===== src/rtl/slowena_gen.sv =====
// slowena_gen: programmable enable-pulse generator feeding the decade counter.
// Free-runs at a loadable divide ratio, or issues one pulse per step request while halted.
//
// Ports:
//   clk        system clock, rising edge active
//   reset      asynchronous active-low reset
//   run        level, 1 = free-run, 0 = halt
//   step       level, each rising edge while halted requests one pulse
//   div_load   one-cycle strobe, loads div_value (0 clamps to 1)
//   div_value  new divide ratio
//   slowena    registered one-cycle enable pulse
//   running    registered, 1 while in RUN
//   phase      registered current phase count
module slowena_gen #(
    parameter int DIV_WIDTH   = 16,
    parameter int DEFAULT_DIV = 10
) (
    input  logic                 clk,
    input  logic                 reset,
    input  logic                 run,
    input  logic                 step,
    input  logic                 div_load,
    input  logic [DIV_WIDTH-1:0] div_value,
    output logic                 slowena,
    output logic                 running,
    output logic [DIV_WIDTH-1:0] phase
);

    typedef enum logic {
        HALT = 1'b0,
        RUN  = 1'b1
    } state_t;

    state_t               state;
    logic [DIV_WIDTH-1:0] div_reg;
    logic                 step_q;
    logic                 step_rise;
    logic [DIV_WIDTH-1:0] div_clamped;
    logic                 phase_last;

    assign step_rise   = step & ~step_q;
    assign div_clamped = (div_value == '0) ? DIV_WIDTH'(1) : div_value;
    assign phase_last  = (phase == div_reg - DIV_WIDTH'(1));

    always_ff @(posedge clk or negedge reset) begin
        if (!reset) begin
            state   <= HALT;
            div_reg <= DIV_WIDTH'(DEFAULT_DIV);
            phase   <= '0;
            slowena <= 1'b0;
            running <= 1'b0;
            step_q  <= 1'b0;
        end else begin
            // step_q follows step in every state so a step held through
            // RUN->HALT is not seen as a fresh request.
            step_q <= step;
            if (div_load) begin
                // A load restarts counting; state still follows run.
                div_reg <= div_clamped;
                phase   <= '0;
                slowena <= 1'b0;
                state   <= run ? RUN : HALT;
                running <= run;
            end else begin
                unique case (state)
                    HALT: begin
                        phase <= '0;
                        if (run) begin
                            // Entering RUN swallows a coincident step edge.
                            state   <= RUN;
                            running <= 1'b1;
                            slowena <= 1'b0;
                        end else begin
                            running <= 1'b0;
                            slowena <= step_rise;
                        end
                    end
                    RUN: begin
                        if (!run) begin
                            // Leaving RUN drops any pulse due on this edge.
                            state   <= HALT;
                            running <= 1'b0;
                            phase   <= '0;
                            slowena <= 1'b0;
                        end else if (phase_last) begin
                            running <= 1'b1;
                            phase   <= '0;
                            slowena <= 1'b1;
                        end else begin
                            running <= 1'b1;
                            phase   <= phase + DIV_WIDTH'(1);
                            slowena <= 1'b0;
                        end
                    end
                    default: begin
                        state   <= HALT;
                        running <= 1'b0;
                        phase   <= '0;
                        slowena <= 1'b0;
                    end
                endcase
            end
        end
    end

endmodule


===== config.mk =====
export PLATFORM = sky130hd
export DESIGN_NAME = slowena_gen
export DESIGN_NICKNAME = d
export VERILOG_FILES = /design/src/rtl/slowena_gen.sv
export SDC_FILE = /design/constraint.sdc
export NUM_CORES = 1
export LEC_CHECK = 0
export BUFFER_PORTS_ARGS = -buffer_cell sky130_fd_sc_hd__buf_2
export CAP_MARGIN = 20
export CORE_ASPECT_RATIO = 0.8
export CORE_UTILIZATION = 40
export DETAILED_ROUTE_END_ITERATION = 6
export PLACE_DENSITY = 0.64
export SLEW_MARGIN = 0
export SYNTH_ARGS = -nofsm -noshare
export SYNTH_HDL_FRONTEND = slang
export SYNTH_SLANG_ARGS = --single-unit

===== constraint.sdc =====
create_clock -name clk -period 2.7 [get_ports clk]
set_input_delay 0.54 -clock clk [delete_from_list [all_inputs] [get_ports clk]]
set_output_delay 0.54 -clock clk [all_outputs]
set_load 0.01 [all_outputs]

==> run summary, run 1 <==
==============================================================================
Die width                                                              81.8 um
Post-CTS Resized                                                             0
Final-report max-slew violation count                                        0
Via count of the first global-routing pass                               1,542
Synthesis-to-finish area growth                                          18.8%
Library cell used as clock root buffer                                clkbuf_8
Post-synthesis net count                                                   223
Layout net count                                                           270
Full die area                                                         5390 um2
Remaining routing DRC violations                                             0
Clk Latency, worst-skew pair                                           0.28 ns
Final RePlAce weighted congestion                                        0.799
Share of the synthesized area in the top cell type                       40.5%
Pre-CTS setup slack                                                   0.179 ns
Height of the chip                                                     65.9 um
Endpoint of the worst-slack reg-to-reg timing path                   phase[12]
TritonCTS clock tree                                                       yes
Largest cells by area after synthesis                             dfrtp_1 40%, mux2_2 7.7%, xnor2_1 7.3%, xor2_1 7.3%, nor3_1 5.4%
Global routing met3 resource utilization                                 4.55%
Number of cell instances on the worst register-to-register path              9
Via count of the routed design                                           1,676
Mean cell area of the mapped netlist                                  10.2 um2
Initial antenna violation count                                              0
Final Worst Setup Slack                                               0.237 ns
Number of flip-flops and latches in the synthesized netlist                 35
Buffers from clock root to sink, at most                                     2
Clock period minus final worst setup slack                             2.46 ns
Power Density                                                       459 nW/um2
Register-to-register setup slack                                       0.24 ns
Measured slew at the worst slew-check pin                             0.761 ns
GR Layer Usage met1                                                      30.0%
Kind of start point of the critical path                             flip-flop
Post-Syn Instances                                                         200
Clock skew after layout                                             0.00405 ns
Standby leakage power                                                  1.05 nW
Number of warnings printed during yosys synthesis                            0
Final cell count without fillers                                           308
Worst-case vdd ir drop                                                  244 uV
Largest fanout of any net on the critical path                              16
RSZ-0062 raised after global routing                                     false
Post-detail-place hpwl                                                 3450 um
Post-synth EDFFs                                                             0
Area of the core region                                               4730 um2
Layer with the highest usage after global routing                         met1
Setup total negative slack                                                0 ns
Data required, critical path                                           2.85 ns
Register area share after synthesis                                      43.1%
Number of cells in the design after placement                              299
Number of I/O port buffers                                                  38
Filler instances                                                           455
IO Count                                                                    39
Initial Utilization                                                      43.1%
Yosys top cell by area                                                 dfrtp_1
Met2 Track Usage GR                                                      26.1%
Critical path launch point                                          div_reg[0]
Iter 0 DRT Violations                                                       96
Vias per cell                                                             5.44
Number of detailed-route iterations in the first pass                        4
Post-synth cell types                                                       39
Routed WL per cell                                                     15.0 um
Status                                                            finished, final reports clean
Overall global routing resource usage                                    19.3%
Worst rel slew slack                                                     49.3%
Antenna diode count                                                          0
Total overflow reported by the global router                                 0
Maximum level of the CTS H-tree                                              2
Placement row count                                                         22
Maximum number of pins on one net before global-route repair                36
Fraction of layout cells with a size suffix above 1                      29.0%
Max Clock Freq                                                       0.406 GHz
Count of clock tree sinks                                                   35
Final setup viols                                                            0
Max-capacitance violation count                                              0
Type of element capturing the critical path                          flip-flop
Post-route antenna net violation count                                       0
Total length of routed wires                                           4610 um
Kind of critical path                                               reg -> reg
Hold violation total from the final report                                   0
Fin crit share                                                           91.2%
Final core utilization                                                   51.2%
Beginning of the worst register-to-register path                    div_reg[0]
Worst hold path class                                              in -> async
Clock-pin transition on the worst setup and hold timing paths          0.07 ns
Most frequently used flop master after synthesis                       dfrtp_1
Data arrival time at the worst-slack endpoint                          2.61 ns
Cell area after synthesis                                             2040 um2
Clock buffer count from CTS                                                  5
Fraction of registers with async set/reset                                100%
End point of the critical path                                       phase[12]
Wire length of the first global-routing pass                           7700 um
==============================================================================
-- where the power goes --
part	switching (mW)	leakage (nW)	internal, mW
logic	0.0824	0.563	0.0798
registers	0.0386	0.444	0.553
clock network	0.175	0.0395	0.183
total	0.296	1.05	0.816
-- through the flow --
step / cell area [um2] / power, mW / hold slack [ns]
finish: 2420 / 1.11 / 0.331
floorplan: 2040 / 0.695 / 0.244
detailed placement: 2340 / 0.762 / 0.538
global placement: 2340 / 0.761 / 0.531
global route: 2420 / 1.18 / 0.371
CTS: 2420 / 1.12 / 0.364
-- how the worst min path moves through the flow --
stage / end / slack [ns] / cells after the start
global route: step_q / 0.37 / 1
floorplan: div_reg[0] / 0.24 / 0
CTS: slowena / 0.36 / 1
global placement: div_reg[15] / 0.53 / 1
finish: div_reg[2] / 0.33 / 1
detailed placement: div_reg[15] / 0.54 / 1
-- cell usage in the layout, fill, tap and decap left out, drive strengths merged, types with 3 or more instances in the layout --
| master | instances |
|---|---|
| buf | 45 |
| dfrtp | 33 |
| nor3 | 23 |
| xnor2 | 17 |
| xor2 | 17 |
| nor2 | 14 |
| mux2 | 14 |
| nor4 | 9 |
| clkbuf | 8 |
| nand2 | 7 |
| nand4 | 6 |
| nand3 | 6 |
| inv | 5 |
| nand2b | 5 |
| a21oi | 5 |
| and3 | 4 |
| nand3b | 3 |
-- cell type report --
class | instances | area [um2] | area share, %
multi-input cells | 155 | 1120 | 46.1
flip-flops and latches | 35 | 878 | 36.2
repair buffers | 45 | 255 | 10.5
clock buffers | 8 | 80.1 | 3.30
well taps | 60 | 75.1 | 3.10
inverters | 5 | 18.8 | 0.774
-- cells by family (layout without fill, tap and decap cells) --
kind of cell / after synthesis / in the layout / share of synthesized area, %
flops: 35 / 35 / 43.1
xor+xnor: 34 / 34 / 14.6
mux: 14 / 14 / 7.73
fa+ha+maj: 2 / 2 / 1.23
compound gates: 20 / 20 / 7.06
simple gates: 85 / 85 / 24.1
buf+inv: 10 / 58 / 2.21
-- cells in the mapped netlist (5+ instances only) --
master	number
dfrtp_1	33
nor3_1	22
xnor2_1	17
xor2_1	17
mux2_2	14
nor2_1	14
nor4_1	8
nand2_1	7
nand3_1	6
nand4_1	6
a21oi_1	5
inv_1	5
nand2b_1	5
-- layer usage --
metal  routed length [um]  up-vias
li1                     -      824
met1                 2470      807
met2                 1910       43
met3                  215        2
met4                   18        0
met5                    0        -
-- timing repair --
action | CTS | global route
hold buffers | 0 | 0
endpoints found under the setup margin | 0 | 15
buffers inserted | 0 | 1
-- worst max-delay path: stages, from the launching register on --
cell	delay (ns)
dfrtp_1	0.44
inv_1	0.08
ha_1	0.18
nor3b_4	0.30
nand4b_1	0.16
xnor2_1	0.15
or4_4	0.50
nor4_4	0.28
buf_12	0.18
nor3_1	0.06
Power figures use the tool's default switching activity.
==> run 2: changes to the inputs <==
- CORE_ASPECT_RATIO: 0.8 -> 0.9
==> run 2 against run 1 <==
Effect of this change:
- register-to-register slack worse by 0.08 ns
- die area hardly changed
- maximum frequency is 3.1% lower
- cell area is 0.15% lower
- first-iteration DRC count is 13% higher
- count of clock-buffer cells in the layout stayed put
- critical endpoint is now phase[10]
==> run summary, run 2 (synthesis results as in run 1) <==
============================================================================
Power share of the combinational group                                 13.1%
Clock buffer count from CTS                                                5
Net switching power of the design                                   0.294 mW
Height of the chip                                                   69.7 um
Data arrival time at the worst-slack endpoint                        2.71 ns
Setup total negative slack                                              0 ns
Fraction of power spent switching nets                                 25.5%
Fin crit share                                                         94.2%
Area of the core region                                             4860 um2
Overall global routing resource usage                                  18.6%
Post-detail-place hpwl                                               3380 um
Number of I/O port buffers                                                38
Placement row count                                                       24
Initial antenna violation count                                            0
Clock-pin transition on the worst setup and hold timing paths        0.07 ns
Library cell used as clock root buffer                              clkbuf_8
Total overflow reported by the global router                               0
GR Layer Usage met1                                                    27.2%
Full die area                                                       5390 um2
Final Cell Area                                                     2420 um2
Placed Instance Area                                                2320 um2
Highest-count cells in the layout ignoring fill and taps        38 x buf_2, 33 x dfrtp_1, 22 x nor3_1
Power Internal                                                      0.860 mW
Worst-case vdd ir drop                                                278 uV
Synthesis-to-finish area growth                                        18.7%
TritonCTS clock tree                                                     yes
Max Clock Freq                                                     0.393 GHz
Post-CTS Repair Setup Buffers                                              0
Status                                                          finished, final reports clean
Maximum level of the CTS H-tree                                            2
Layer with the highest usage after global routing                       met2
Buffers & Inverters on Critical Path                                       2
Area taken by flip-flops and latches                                 878 um2
Largest stage delay on the critical path                             0.50 ns
Clock period minus final worst setup slack                           2.54 ns
Post-CTS Resized                                                           0
Final RePlAce weighted congestion                                      0.802
Max-capacitance violation count                                            0
Combined area of the multi-input logic cells                        1120 um2
Met2 Track Usage GR                                                    27.5%
Clock skew after layout                                           0.00598 ns
Number of detailed-route iterations in the first pass                      4
IO Count                                                                  39
Final core utilization                                                 49.7%
Remaining routing DRC violations                                           0
Buffers from clock root to sink, at most                                   2
Critical-path cell list                                         inv_1 -> ha_1 -> nor3b_4 -> nand4b_1 -> xnor2_1 -> or4_4 -> nor4_4 -> buf_12 -> nor3_1
Worst rel slew slack                                                   47.9%
Data required, critical path                                         2.86 ns
Worst hold path class                                            in -> async
Vias per cell                                                           5.39
Final setup viols                                                          0
Routed WL per cell                                                   14.6 um
Top Family by Delay on Critical Path                            simple AND/OR/NAND/NOR gates
Wire length of the first global-routing pass                         7820 um
Sequential cell fraction of total power                                51.4%
Fraction of layout cells with a size suffix above 1                    28.7%
Number of buffers inserted by hold repair at cts                           0
Maximum number of pins on one net before global-route repair              36
RSZ-0062 raised after global routing                                   false
Standby leakage power                                                1.04 nW
Initial Utilization                                                    41.9%
Count of clock tree sinks                                                 35
Type of element capturing the critical path                        flip-flop
Global routing met3 resource utilization                               3.29%
Measured slew at the worst slew-check pin                           0.782 ns
Largest fanout of any net on the critical path                            16
Worst path slowest cell                                                or4_4
Die width                                                            77.3 um
Final-layout worst hold slack                                       0.329 ns
Most common library cell in the layout ignoring fill and taps          buf_2
Power Density                                                     477 nW/um2
Via count of the first global-routing pass                             1,575
Post-route antenna net violation count                                     0
Hold violation total from the final report                                 0
Via count of the routed design                                         1,665
Register-to-register setup slack                                     0.16 ns
Iter 0 DRT Violations                                                    108
Antenna diode count                                                        0
Part of the total power dissipated in the clock network                35.5%
Layout net count                                                         266
Kind of critical path                                             reg -> reg
Total length of routed wires                                         4520 um
Clk Latency, worst-skew pair                                         0.28 ns
Final-report max-slew violation count                                      0
Filler instances                                                         479
Kind of start point of the critical path                           flip-flop
============================================================================
==> run 2: cell types whose count changed in the layout (fill, tap and decap cells not counted), sizes merged <==
cell and change:
buf -4
==> run 2: layout make-up <==
cell class	instances	share of cell area, %
inverters	5	0.776
well taps	65	3.36
flip-flops and latches	35	36.3
multi-input cells	155	46.1
repair buffers	41	9.31
clock buffers	8	4.14
==> run 2: power groups by stage <==
| stage | Combinational, mW | Clock (mW) | Sequential, mW |
|---|---|---|---|
| final | 0.151 | 0.410 | 0.593 |
| after global routing | 0.169 | 0.449 | 0.598 |
| after detailed placement | 0.152 | 0 | 0.603 |
| after global placement | 0.150 | 0 | 0.602 |
| after floorplan | 0.103 | 0 | 0.592 |
| after CTS | 0.153 | 0.424 | 0.593 |
==> run 2: per-layer routing <==
layer | vias up | routed length [um] | share of wire [%]
met1 | 796 | 2260 | 50
met2 | 41 | 2000 | 44
li1 | 821 | - | -
met4 | 0 | 64 | 1.4
met3 | 7 | 191 | 4.2
met5 | - | 0 | 0
==> run 2: path summary, 6_finish.rpt <==
check | startpoint | endpoint | cells after the start
min | reset | phase[2] | 1
max reg2reg | div_reg[0] | phase[10] | 9
min in group clk | step | step_q | 1
max | div_reg[0] | phase[10] | 9
max in group asynchronous | reset | phase[8] | 1
min reg2reg | div_reg[15] | div_reg[15] | 1
==> run 2: per-stage QoR <==
stage,worst slack (ns),std cells,power [mW]
finish,0.157,309,1.15
global route,0.00647,309,1.22
CTS,0.161,309,1.17
detailed placement,0.175,301,0.754
global placement,0.246,301,0.751
floorplan,0.181,200,0.695
